<file path="src/rtl/zynq_axil_to_axi3_bridge.sv">
// Single-beat AXI-Lite slave to AXI3 master bridge with a runtime base offset.
// One transaction in flight; write/read arbitration alternates when both are pending.
module zynq_axil_to_axi3_bridge #(
  parameter int         S_ADDR_WIDTH_P = 30,
  parameter int         M_ADDR_WIDTH_P = 32,
  parameter int         DATA_WIDTH_P   = 32,
  parameter logic [5:0] ID_P           = 6'd0
) (
  input  logic                        aclk,
  input  logic                        aresetn,
  input  logic [M_ADDR_WIDTH_P-1:0]   base_addr_i,
  output logic                        busy_o,
  input  logic [S_ADDR_WIDTH_P-1:0]   s_axi_awaddr,
  input  logic [2:0]                  s_axi_awprot,
  input  logic                        s_axi_awvalid,
  output logic                        s_axi_awready,
  input  logic [DATA_WIDTH_P-1:0]     s_axi_wdata,
  input  logic [DATA_WIDTH_P/8-1:0]   s_axi_wstrb,
  input  logic                        s_axi_wvalid,
  output logic                        s_axi_wready,
  output logic [1:0]                  s_axi_bresp,
  output logic                        s_axi_bvalid,
  input  logic                        s_axi_bready,
  input  logic [S_ADDR_WIDTH_P-1:0]   s_axi_araddr,
  input  logic [2:0]                  s_axi_arprot,
  input  logic                        s_axi_arvalid,
  output logic                        s_axi_arready,
  output logic [DATA_WIDTH_P-1:0]     s_axi_rdata,
  output logic [1:0]                  s_axi_rresp,
  output logic                        s_axi_rvalid,
  input  logic                        s_axi_rready,
  output logic [M_ADDR_WIDTH_P-1:0]   m_axi_awaddr,
  output logic                        m_axi_awvalid,
  output logic [5:0]                  m_axi_awid,
  output logic [1:0]                  m_axi_awlock,
  output logic [3:0]                  m_axi_awcache,
  output logic [2:0]                  m_axi_awprot,
  output logic [3:0]                  m_axi_awlen,
  output logic [2:0]                  m_axi_awsize,
  output logic [1:0]                  m_axi_awburst,
  output logic [3:0]                  m_axi_awqos,
  input  logic                        m_axi_awready,
  output logic [DATA_WIDTH_P-1:0]     m_axi_wdata,
  output logic                        m_axi_wvalid,
  output logic [5:0]                  m_axi_wid,
  output logic                        m_axi_wlast,
  output logic [DATA_WIDTH_P/8-1:0]   m_axi_wstrb,
  input  logic                        m_axi_wready,
  input  logic                        m_axi_bvalid,
  input  logic [5:0]                  m_axi_bid,
  input  logic [1:0]                  m_axi_bresp,
  output logic                        m_axi_bready,
  output logic [M_ADDR_WIDTH_P-1:0]   m_axi_araddr,
  output logic                        m_axi_arvalid,
  output logic [5:0]                  m_axi_arid,
  output logic [1:0]                  m_axi_arlock,
  output logic [3:0]                  m_axi_arcache,
  output logic [2:0]                  m_axi_arprot,
  output logic [3:0]                  m_axi_arlen,
  output logic [2:0]                  m_axi_arsize,
  output logic [1:0]                  m_axi_arburst,
  output logic [3:0]                  m_axi_arqos,
  input  logic                        m_axi_arready,
  input  logic [DATA_WIDTH_P-1:0]     m_axi_rdata,
  input  logic                        m_axi_rvalid,
  input  logic [5:0]                  m_axi_rid,
  input  logic                        m_axi_rlast,
  input  logic [1:0]                  m_axi_rresp,
  output logic                        m_axi_rready
);

  typedef enum logic [2:0] {
    IDLE, WR_REQ, WR_RESP, WR_DONE, RD_REQ, RD_RESP, RD_DONE
  } state_t;

  state_t                      state_q, state_d;
  logic                        last_wr_q, last_wr_d;
  logic [M_ADDR_WIDTH_P-1:0]   addr_q, addr_d;
  logic [DATA_WIDTH_P-1:0]     wdata_q, wdata_d;
  logic [DATA_WIDTH_P/8-1:0]   wstrb_q, wstrb_d;
  logic                        aw_pend_q, aw_pend_d;
  logic                        w_pend_q, w_pend_d;
  logic [1:0]                  resp_q, resp_d;
  logic [DATA_WIDTH_P-1:0]     rdata_q, rdata_d;
  logic                        grant_wr, grant_rd;
  logic                        unused_prot;

  // Master-side protection is fixed; host prot bits are intentionally ignored.
  assign unused_prot = ^{s_axi_awprot, s_axi_arprot};

  always_ff @(posedge aclk or negedge aresetn) begin
    if (!aresetn) begin
      state_q   <= IDLE;
      last_wr_q <= 1'b0;
      addr_q    <= '0;
      wdata_q   <= '0;
      wstrb_q   <= '0;
      aw_pend_q <= 1'b0;
      w_pend_q  <= 1'b0;
      resp_q    <= 2'b00;
      rdata_q   <= '0;
    end else begin
      state_q   <= state_d;
      last_wr_q <= last_wr_d;
      addr_q    <= addr_d;
      wdata_q   <= wdata_d;
      wstrb_q   <= wstrb_d;
      aw_pend_q <= aw_pend_d;
      w_pend_q  <= w_pend_d;
      resp_q    <= resp_d;
      rdata_q   <= rdata_d;
    end
  end

  always_comb begin
    state_d   = state_q;
    last_wr_d = last_wr_q;
    addr_d    = addr_q;
    wdata_d   = wdata_q;
    wstrb_d   = wstrb_q;
    aw_pend_d = aw_pend_q;
    w_pend_d  = w_pend_q;
    resp_d    = resp_q;
    rdata_d   = rdata_q;
    grant_wr  = 1'b0;
    grant_rd  = 1'b0;
    case (state_q)
      IDLE: begin
        // Write needs both address and data present; ties go opposite to the last grant.
        grant_wr = s_axi_awvalid & s_axi_wvalid & (~s_axi_arvalid | ~last_wr_q);
        grant_rd = s_axi_arvalid & ~grant_wr;
        if (grant_wr) begin
          addr_d    = base_addr_i + M_ADDR_WIDTH_P'(s_axi_awaddr);
          wdata_d   = s_axi_wdata;
          wstrb_d   = s_axi_wstrb;
          aw_pend_d = 1'b1;
          w_pend_d  = 1'b1;
          state_d   = WR_REQ;
        end else if (grant_rd) begin
          addr_d  = base_addr_i + M_ADDR_WIDTH_P'(s_axi_araddr);
          state_d = RD_REQ;
        end
      end
      WR_REQ: begin
        if (m_axi_awready) aw_pend_d = 1'b0;
        if (m_axi_wready)  w_pend_d  = 1'b0;
        if ((~aw_pend_q | m_axi_awready) & (~w_pend_q | m_axi_wready)) state_d = WR_RESP;
      end
      WR_RESP: begin
        if (m_axi_bvalid) begin
          resp_d  = (m_axi_bid == ID_P) ? m_axi_bresp : 2'b10;
          state_d = WR_DONE;
        end
      end
      WR_DONE: begin
        if (s_axi_bready) begin
          last_wr_d = 1'b1;
          state_d   = IDLE;
        end
      end
      RD_REQ: begin
        if (m_axi_arready) state_d = RD_RESP;
      end
      RD_RESP: begin
        if (m_axi_rvalid) begin
          rdata_d = m_axi_rdata;
          resp_d  = ((m_axi_rid == ID_P) && m_axi_rlast) ? m_axi_rresp : 2'b10;
          state_d = RD_DONE;
        end
      end
      RD_DONE: begin
        if (s_axi_rready) begin
          last_wr_d = 1'b0;
          state_d   = IDLE;
        end
      end
      default: state_d = IDLE;
    endcase
  end

  // Readies are gated by reset so nothing is granted while aresetn is held low.
  assign s_axi_awready = grant_wr & aresetn;
  assign s_axi_wready  = grant_wr & aresetn;
  assign s_axi_arready = grant_rd & aresetn;
  assign s_axi_bvalid  = (state_q == WR_DONE);
  assign s_axi_bresp   = resp_q;
  assign s_axi_rvalid  = (state_q == RD_DONE);
  assign s_axi_rresp   = resp_q;
  assign s_axi_rdata   = rdata_q;
  assign busy_o        = (state_q != IDLE);

  assign m_axi_awaddr  = addr_q;
  assign m_axi_awvalid = (state_q == WR_REQ) & aw_pend_q;
  assign m_axi_awid    = ID_P;
  assign m_axi_awlock  = 2'b00;
  assign m_axi_awcache = 4'b0011;
  assign m_axi_awprot  = 3'b000;
  assign m_axi_awlen   = 4'd0;
  assign m_axi_awsize  = 3'b010;
  assign m_axi_awburst = 2'b01;
  assign m_axi_awqos   = 4'd0;
  assign m_axi_wdata   = wdata_q;
  assign m_axi_wstrb   = wstrb_q;
  assign m_axi_wvalid  = (state_q == WR_REQ) & w_pend_q;
  assign m_axi_wid     = ID_P;
  assign m_axi_wlast   = 1'b1;
  assign m_axi_bready  = (state_q == WR_RESP);

  assign m_axi_araddr  = addr_q;
  assign m_axi_arvalid = (state_q == RD_REQ);
  assign m_axi_arid    = ID_P;
  assign m_axi_arlock  = 2'b00;
  assign m_axi_arcache = 4'b0011;
  assign m_axi_arprot  = 3'b000;
  assign m_axi_arlen   = 4'd0;
  assign m_axi_arsize  = 3'b010;
  assign m_axi_arburst = 2'b01;
  assign m_axi_arqos   = 4'd0;
  assign m_axi_rready  = (state_q == RD_RESP);

endmodule

</file>
<file path="config.mk">
export PLATFORM = sky130hd
export DESIGN_NAME = zynq_axil_to_axi3_bridge
export DESIGN_NICKNAME = d
export VERILOG_FILES = /design/src/rtl/zynq_axil_to_axi3_bridge.sv
export SDC_FILE = /design/constraint.sdc
export NUM_CORES = 1
export LEC_CHECK = 0
export BUFFER_PORTS_ARGS = -buffer_cell sky130_fd_sc_hd__buf_2
export CAP_MARGIN = 20
export CORE_AREA = 4 4 154 156
export CTS_CLUSTER_DIAMETER = 150
export DETAILED_ROUTE_END_ITERATION = 6
export DIE_AREA = 0 0 158 160
export GPL_TIMING_DRIVEN = 0
export PLACE_DENSITY = 0.68
export SYNTH_ARGS = -nofsm -noshare
export SYNTH_HDL_FRONTEND = slang
export SYNTH_SLANG_ARGS = --single-unit
</file>
<file path="constraint.sdc">
create_clock -name aclk -period 9.1 [get_ports aclk]
set_clock_uncertainty 0.15 [all_clocks]
set_input_delay 2.275 -clock aclk [delete_from_list [all_inputs] [get_ports aclk]]
set_output_delay 2.275 -clock aclk [all_outputs]
set_load 0.005 [all_outputs]
</file>
== Word-level counts from Yosys, hierarchy flattened ==
Cells that the tools add are included.

* Register bits after elaboration: 108
* Input bits: 195
* Output and inout port bits: 210
* Word-level logic and storage cells: 86

* $add $sub $neg: 2
* Equal/unequal tests: 16
* Muxes and demuxes: 26
* Bitwise operators: 16
* Reduce and logical (&&, ||, !) cells: 17

{| class="wikitable"
|+ Operator list
! operator !! count
|-
| $add 32x30->32 || 2
|-
| $mux 32 || 2
|-
| $mux 3 || 8
|-
| $pmux 3 s7 || 1
|-
| $logic_not 6->1 || 2
|-
| $ne 2x2->1 const B || 6
|-
| $reduce_and 3->1 || 4
|-
| $eq 3x3->1 const B || 3
|-
| $and 1x1->1 || 8
|-
| $mux 2 || 4
|-
| $reduce_bool 2->1 || 4
|-
| $mux 1 || 7
|-
| $reduce_and 7->1 || 1
|-
| $eq 3x2->1 const B || 2
|-
| $ne 2x1->1 const B || 3
|-
| $pmux 1 s2 || 3
|-
| $reduce_and 2->1 || 3
|-
| $not 1->1 || 5
|-
| $pmux 2 s2 || 1
|-
| $eq 3x1->1 const B || 1
|-
| $logic_not 3->1 || 1
|-
| $ne 3x3->1 const B || 1
|-
| $or 1x1->1 || 3
|-
| $reduce_bool 3->1 || 1
|-
| $logic_and 1x1->1 || 1
|}

== Depth between registers and ports, before layout ==
Gate-level depths: netlist of the first run.

* Depth after elaboration: 8
* Gate-level depth with buffers: 17
* Gate-level depth less buffers: 15

== Worst setup path before layout of the first run ==
No wires, ideal clock.

* Kind: input port to flip-flop
* Start point: in s_axi_arvalid
* End point: reg addr_q[30] (netlist: m_axi_araddr[30])
* Setup time: 0.125 ns
* Data arrival time: 5.158 ns
* Data required time: 8.825 ns
* Setup slack: 3.667 ns
* Cell stages on the path: 17
* Buffers on the path: 2
* Path through: nand2_1 and3_1 clkbuf_1 clkbuf_1 nand2_1 nand2_1 ha_1 inv_1 fa_1 nor2b_1 o21bai_1 a21boi_1 a31o_2 and4b_4 nor2b_2 o21ai_0 mux2_2

* Longest elaborated chain between the ends: 7
* Elaborated cells between the ends (all ways): 8
* Those cells by class: mux (1); bitwise (5); reduce/logical (2)

{| class="wikitable"
|+ RTL lines
! element !! RTL line !! RTL
|-
| start, declared || 26 || <nowiki>input logic s_axi_arvalid,</nowiki>
|-
| $not 1->1 || 130 || <nowiki>grant_wr = s_axi_awvalid & s_axi_wvalid & (~s_axi_arvalid | ~last_wr_q);</nowiki>
|-
| $or 1x1->1 || 130 ||
|-
| $and 1x1->1 || 130 ||
|-
| $not 1->1 || 131 || <nowiki>grant_rd = s_axi_arvalid & ~grant_wr;</nowiki>
|-
| $and 1x1->1 || 131 ||
|-
| $reduce_bool 2->1 (no source line) || n/a ||
|-
| $reduce_and 2->1 (no source line) || n/a ||
|-
| end signal, assigned || 105 || <nowiki>addr_q <= addr_d;</nowiki>
|-
| end, declared || 78 || <nowiki>logic [M_ADDR_WIDTH_P-1:0] addr_q, addr_d;</nowiki>
|}

Several ways; a longest one is shown, not always the timed one.
A chain may end at the register's enable or synchronous reset.

== Final worst setup path of the first run ==
* Start point: in aresetn
* End point: out s_axi_wready

* Longest elaborated chain between the ends: 1

{| class="wikitable"
|+ RTL lines
! element !! RTL line !! RTL
|-
| start, declared || 10 || <nowiki>input logic aresetn,</nowiki>
|-
| $and 1x1->1 || 183 || <nowiki>assign s_axi_wready = grant_wr & aresetn;</nowiki>
|-
| end, declared || 20 || <nowiki>output logic s_axi_wready,</nowiki>
|}

Every way passes these cells.

==> results of run 1 <==
[power breakdown]
group | switching, mW | total [mW] | leakage [nW] | internal (mW)
sequential | 0.152 | 0.867 | 1.31 | 0.715
combinational | 0.568 | 1.20 | 3.82 | 0.632
clock | 0.206 | 0.404 | 0.147 | 0.198
[state kept, by name (all words and copies together), names as in the netlist]
signal and flops:
s_axi_rdata 32, m_axi_wstrb 4, last_wr_q 1, w_pend_q 1, m_axi_wdata 32, aw_pend_q 1, s_axi_bresp 2, m_axi_araddr 32
state_q 3
[placed cells by master (no fill, tap or decap), types with 12 or more instances in the layout]
| master | n |
|---|---|
| a21o_1 | 12 |
| a21oi_1 | 35 |
| buf_2 | 335 |
| buf_4 | 99 |
| clkbuf_1 | 26 |
| conb_1 | 63 |
| dfrtp_1 | 108 |
| ha_1 | 33 |
| mux2_2 | 72 |
| nand2_1 | 155 |
| nand3_1 | 14 |
| nor2_1 | 20 |
| o21ai_0 | 53 |
| xor2_1 | 13 |
[worst max path at each step]
| stage | startpoint | endpoint | slack, ns | cells past startpoint |
|---|---|---|---|---|
| after detailed placement | s_axi_arvalid | m_axi_araddr[30] | 2.54 | 18 |
| after global placement | aresetn | s_axi_wready | 1.64 | 5 |
| final | aresetn | s_axi_wready | 2.87 | 6 |
| after global routing | aresetn | s_axi_wready | 2.58 | 6 |
| after CTS | aresetn | s_axi_wready | 2.78 | 6 |
| after floorplan | s_axi_arvalid | m_axi_araddr[30] | 3.67 | 17 |
[metal layers]
metal  wire length (um)  part of all wire, %  vias up  track usage, %
met5                 13                0.055        -               0
met4                347                  1.5        2            4.50
met3               1670                  7.1       21            2.82
met2              12300                   52      236            32.8
met1               9360                   40     3079            20.8
li1                   -                    -     3320               -
[layout make-up]
type	count	area (um^2)
diodes	3	7.51
well taps	285	357
clock inverters	7	85.1
inverters	11	41.3
repair buffers	336	1710
plain buffers	130	877
multi-input cells	585	3740
fillers	2247	12600
flip-flops and latches	108	2700
clock buffers	9	225
[worst register-to-register path, delay by kind of cell, from the launching register on]
family	cells	cell delay (ns)
AOI/OAI and AO/OA	4	1.08
adders and majority gates	2	0.58
buffers and inverters	3	0.94
DFF	1	0.38
muxes	1	0.37
and+or+nand+nor	7	0.97
[metrics by stage]
stage | instances | instance area [um^2] | util, % | total power, mW
after global routing | 1474 | 9740 | 43.5 | 2.68
after CTS | 1471 | 9730 | 43.5 | 2.51
after floorplan | 834 | 7360 | - | 1.54
after global placement | 1454 | 9390 | 42.0 | 2.07
final | 1474 | 9740 | 43.5 | 2.47
after detailed placement | 1455 | 9420 | 42.1 | 2.10
[cells by family after synthesis]
kind of cell	count (synthesis)	share of synthesized area (%)
simple gates	246	15.8
flops	108	37.9
other cells	2	0.105
compound gates	145	12.8
fa+ha+maj	34	6.07
xor+xnor	24	2.95
mux	73	11.5
buf+inv	141	12.9
==> out/results.ini, run 1 <==
[floorplan]
design.core.area_um2=22400
die_h_um=160
die_area_um2=25300
initial_core_util_pct=31.9
dieWidth_um=158
io_pins=405
num_rows=55

[run_status]
outcome=finished, final reports clean

[global_route]
antenna_found_initial=4
grt_pass1_wl_um=35100
track_usage_pct=17.6
globalRoute.totalOverflow=0
grt_pass1_vias=6556
grt_max_degree=65

[power]
power.leakage_nw=5.28
power.density_nw_per_um2=254
ir_worst_vdd_mv=0.0974

[synthesis]
ys_seq_area_share_pct=37.9
ys_top_cells_by_count=155 x nand2_1, 108 x dfrtp_1, 98 x buf_4, 72 x mux2_2, 53 x o21ai_0
syn_inst=773
synth_edf_count=0
synth_area_leader_cell=dfrtp_1
synth_area_um2=7130
yosysUniqueCellTypes=70
avgSynthCellArea_um2=9.22
yosysWarnings=0
ys.flop_type=dfrtp_1
yosysTopAreaCellShare_pct=37.9
yosys-top-cells-area=dfrtp_1 38%, mux2_2 11%, buf_4 10%, nand2_1 8.2%, ha_1 5.8%
yosysMostFrequentCell=nand2_1
async_flop_share_pct=100
synth-seq-cells=108

[cts]
cts.path.max_buffers=2
postCtsSetupBuffers=0
cts_sinks=108
cts-hold-fix-buffers=0
cts_tree=yes
numCtsBuffers=9
clk_latency_ns=0.35
cts_root_buffer=clkbuf_16
cts.repair.resized=0
clkTransAtPathRegs_ns=0.07
htreeDepth=3

[critical_path]
cp_top_family=buffers and inverters
path_class=input pin to output port
max_stage_delay_ns=0.49
crit_top_cell=buf_4
path_buf_inv=4
reg2reg_depth=17
regToRegStartpoint=last_wr_q
required_ns=6.68
rrSetupSlack_ns=4.55
rr_endpoint=m_axi_araddr[30]
worstPathMaxFanout=64
cp-end-kind=output port
crit_path_cell_trace=buf_4 > buf_16 > nand2_1 > nor2_1 > buf_4 > buf_2
cp_slowest_cell=buf_4
critPathLaunchType=input pin
critical_path_arrival_ns=3.80

[timing]
maxSlewViolCount=0
tightest_slew_ns=0.923
hold_viol=0
period_minus_slack_ns=6.23
hold-worst-slack_ns=0.354
fin_crit_sh_pct=68.4
setup_tns_ns=0
setup_viol=0
relSlewSlack_pct=38.2
setup_slack_ns=2.87
fmax_mhz=161
grt_setup_unrepaired=false

[job]
drv_cap=0

[placement]
post-place-ws_ns=2.54
dp_hpwl_um=19800
gp_congestion=0.875
numPortBuffers=335

[routing]
drc_errors=0
antenna_left=0
wl_um=23700
wire_per_inst_um=16.0
vias_per_cell=4.52
firstDrtPassIters=4
drtIter0Drc=230
vias=6658

[cells_and_area]
syn_to_final_growth_pct=36.6
fin_nets=1410
drive_gt1_share_pct=46.0

[min_path]
hold-path-cell-count=1
hold_start=s_axi_rdata[19]
min_to=s_axi_rdata[19]
holdCritPathClass=flop to flop

No activity file was read; power rests on OpenSTA's default activity.
==> inputs of run 2 (changes only) <==
--- a/config.mk
+++ b/config.mk
@@ -5,14 +5,15 @@
 export SDC_FILE = /design/constraint.sdc
 export NUM_CORES = 1
 export LEC_CHECK = 0
+export ABC_AREA = 1
 export BUFFER_PORTS_ARGS = -buffer_cell sky130_fd_sc_hd__buf_2
 export CAP_MARGIN = 20
-export CORE_AREA = 4 4 154 156
+export CORE_AREA = 4 4 156 158
 export CTS_CLUSTER_DIAMETER = 150
 export DETAILED_ROUTE_END_ITERATION = 6
-export DIE_AREA = 0 0 158 160
+export DIE_AREA = 0 0 160 162
 export GPL_TIMING_DRIVEN = 0
-export PLACE_DENSITY = 0.68
+export PLACE_DENSITY = 0.7
 export SYNTH_ARGS = -nofsm -noshare
 export SYNTH_HDL_FRONTEND = slang
 export SYNTH_SLANG_ARGS = --single-unit
==> constraint.sdc (replaced) <==
create_clock -name aclk -period 6.4 [get_ports aclk]
set_clock_uncertainty 0.15 [all_clocks]
set_input_delay 1.6 -clock aclk [delete_from_list [all_inputs] [get_ports aclk]]
set_output_delay 1.6 -clock aclk [all_outputs]
set_load 0.005 [all_outputs]
==> run 2 against run 1 <==
  * Hold slack got worse by 0.026 ns
  * Die area rose by 2.5%
  * Clock power rose by 44%
  * Final cell count is 23% higher
  * Sequential share of layout area decreased by 1.6 points
  * Critical path type unchanged
  * Clock-buffer cell count stayed put
  * Critical path depth is 2 higher
  * Setup slack lost 1.4 ns
  * Flip-flop and latch count is the same
  * First-iteration DRC count increased by 86%
  * Core utilization increased by 1.2 points
==> out/results.ini, run 2 <==
[placement]
dp_hpwl_um=23100  ; +16%
placed_area_um2=10000  ; +6.5%
numPortBuffers=335  ; unchanged
gp_congestion=0.878  ; +0.41%

[cells_and_area]
final_common_cell=nand2_1
drive_gt1_share_pct=33.7  ; -12 points
stdcell_area_um2=10400  ; +6.3%
layout_common_cells=487 x nand2_1, 343 x buf_2, 130 x inv_1, 108 x dfrtp_1, 103 x buf_4
fin_nets=1751  ; +24%
syn_to_final_growth_pct=33.7
fin_util_pct=44.8  ; +1.2 points

[critical_path]
required_ns=4.65  ; -2.03 ns
critical_path_arrival_ns=3.22  ; -0.58 ns
cp-end-kind=output port
critPathLaunchType=input pin
crit_path_cell_trace=buf_2 > nand2_1 > nor2_1 > nand2_1 > buf_4 > nor2_1 > buf_4 > buf_2
path_class=input pin to output port
worstPathMaxFanout=10  ; -84%
rrSetupSlack_ns=2.89  ; -1.66 ns
cp_slowest_cell=nor2_1
max_stage_delay_ns=0.44  ; -0.05 ns

[floorplan]
design.core.area_um2=23100  ; +3.4%
die_area_um2=25900  ; +2.5%
num_rows=56  ; +1.8%
dieWidth_um=160  ; +1.3%
io_pins=405  ; unchanged
initial_core_util_pct=33.5  ; +1.6 points
die_h_um=162  ; +1.3%

[global_route]
grt_max_degree=68  ; +4.6%
antenna_found_initial=3  ; -1
grt_pass1_vias=7705  ; +18%
grt_pass1_wl_um=40400  ; +15%
globalRoute.totalOverflow=0  ; unchanged
track_usage_pct=19.6  ; +2.0 points

[synthesis]
yosys-top-cells-area=dfrtp_1 35%, nand2_1 24%, buf_4 9.9%, inv_1 6.3%, ha_1 5.3%
synth_area_leader_cell=dfrtp_1
yosysMostFrequentCell=nand2_1
synth_edf_count=0  ; unchanged
async_flop_share_pct=100  ; unchanged
avgSynthCellArea_um2=6.95  ; -25%
ys_top_cells_by_count=487 x nand2_1, 130 x inv_1, 108 x dfrtp_1, 102 x buf_4, 52 x nor2_1
yosysUniqueCellTypes=35  ; -50%
yosysWarnings=0  ; unchanged
ys_seq_area_share_pct=34.9  ; -3.0 points
synth-seq-cells=108  ; unchanged
ys.flop_type=dfrtp_1
yosysTopAreaCellShare_pct=34.9  ; -3.0 points
syn_inst=1114  ; +44%
synth_area_um2=7740  ; +8.6%

[routing]
wl_um=26400  ; +12%
drtIter0Drc=427  ; +86%
firstDrtPassIters=4  ; unchanged
vias=7785  ; +17%
drc_errors=0  ; unchanged
wl_met1_um=10600  ; +13%
vias_per_cell=4.28  ; -5.2%
wl_met2_um=13600  ; +11%
antenna_left=0  ; unchanged
wire_per_inst_um=14.5  ; -9.4%
dr_wl_met3_um=1560  ; -6.9%
routed.top_layer=met5

[run_status]
outcome=finished, final reports clean

[cts]
clk_latency_ns=0.34  ; about the same
clkTransAtPathRegs_ns=0.08  ; about the same
cts.repair.resized=0  ; unchanged
cts.path.max_buffers=2  ; unchanged
cts_root_buffer=clkbuf_16
cts_sinks=108  ; unchanged
cts-hold-fix-buffers=0  ; unchanged
numCtsBuffers=9  ; unchanged
cts_tree=yes
htreeDepth=3  ; unchanged
postCtsSetupBuffers=0  ; unchanged

[timing]
setup_viol=0  ; unchanged
grt_setup_unrepaired=false
tightest_slew_ns=0.870  ; -0.0532 ns
setup_tns_ns=0  ; unchanged
hold_viol=0  ; unchanged
fin_crit_sh_pct=77.7
maxSlewViolCount=0  ; unchanged
relSlewSlack_pct=42.0  ; +3.8 points
period_minus_slack_ns=4.97
fmax_mhz=201

[job]
drv_cap=0  ; unchanged

[power]
power.density_nw_per_um2=351  ; +38%
p_int_mw=2.18  ; +41%
power.leakage_nw=6.42  ; +22%
p_sw_share_pct=40.1  ; +2.7 points
power.share.combinational_pct=49.2  ; +0.6 points
pwr-share-seq_pct=34.8  ; -0.3 points
power_switching_mw=1.46  ; +58%
ir_worst_vdd_mv=0.162  ; +67%
clockPowerShare_pct=16.0  ; -0.3 points

[min_path]
holdCritPathClass=flop to flop

==> run 2: cell count changes after synthesis, moves of 7 or more <==
cell      previous run  this run
nand2_1            155       487
inv_1               11       130
mux2_2              72        35
o21ai_0             53        18
nand3_1             14        48
nor2_1              20        52
clkbuf_1            26         9
a21oi_1             35        21
a21o_1              12         0
xor2_1              13         1
buf_2                1         9
and3_1               7         0
==> run 2: worst max-delay path: cells and delay by family <==
| kind | cells | cell delay, ns |
|---|---|---|
| buf+inv | 4 | 0.60 |
| simple gates | 4 | 1.00 |
==> run 2: path summary, 6_finish.rpt <==
| check | start | to | cells past startpoint |
|---|---|---|---|
| max in group asynchronous | aresetn | m_axi_araddr[4] | 2 |
| min reg2reg | s_axi_rdata[2] | s_axi_rdata[2] | 2 |
| min | s_axi_rdata[2] | s_axi_rdata[2] | 2 |
| min in group asynchronous | aresetn | m_axi_wdata[24] | 1 |
| max | s_axi_wvalid | s_axi_wready | 8 |
| max reg2reg | last_wr_q | m_axi_araddr[28] | 19 |
==> run 2: layer usage <==
| metal | up-vias | global-route usage [%] |
|---|---|---|
| met5 | - | 0 |
| met3 | 32 | 3.48 |
| met4 | 2 | 5.63 |
| li1 | 4074 | - |
| met1 | 3409 | 22.4 |
| met2 | 268 | 37.4 |
==> run 2: power by group through the flow <==
stage          sequential, mW  combinational, mW  clock (mW)
2_1_floorplan            1.26              0.988           0
3_3_place_gp             1.27               1.79           0
3_5_place_dp             1.28               1.81           0
4_1_cts                  1.27               1.82       0.596
5_1_grt                  1.31               2.01       0.625
6_report                 1.27               1.79       0.582
==> run 2: kinds of logic (layout without fill, tap and decap cells) <==
kind of cell | count (synthesis) | count (layout) | synth area share (%)
other | 2 | 65 | 0.0970
buffers and inverters | 255 | 607 | 17.5
DFF | 108 | 108 | 34.9
adders and majority gates | 34 | 34 | 5.59
AOI/OAI and AO/OA | 51 | 51 | 3.75
xor gates and xnor gates | 14 | 14 | 1.58
and+or+nand+nor | 614 | 614 | 31.4
muxes | 36 | 36 | 5.24
==> run 2: layout make-up <==
cell class / count / area, um^2
repair buffers: 336 / 1700
plain buffers: 120 / 845
clock inverters: 7 / 91.3
flip-flops and latches: 108 / 2700
clock buffers: 9 / 225
inverters: 135 / 507
well taps: 290 / 363
diodes: 2 / 5.00
multi-input cells: 812 / 3920
fillers: 2423 / 12800
==> run 2: per-stage QoR <==
stage / setup slack (ns) / power [mW] / hold WS (ns) / instances
after CTS: 1.31 / 3.69 / 0.335 / 1817
after floorplan: 2.17 / 2.25 / 0.291 / 1175
after global placement: 0.397 / 3.05 / 0.304 / 1800
final: 1.43 / 3.63 / 0.328 / 1819
after global routing: 1.22 / 3.95 / 0.353 / 1819
after detailed placement: 1.33 / 3.10 / 0.314 / 1801
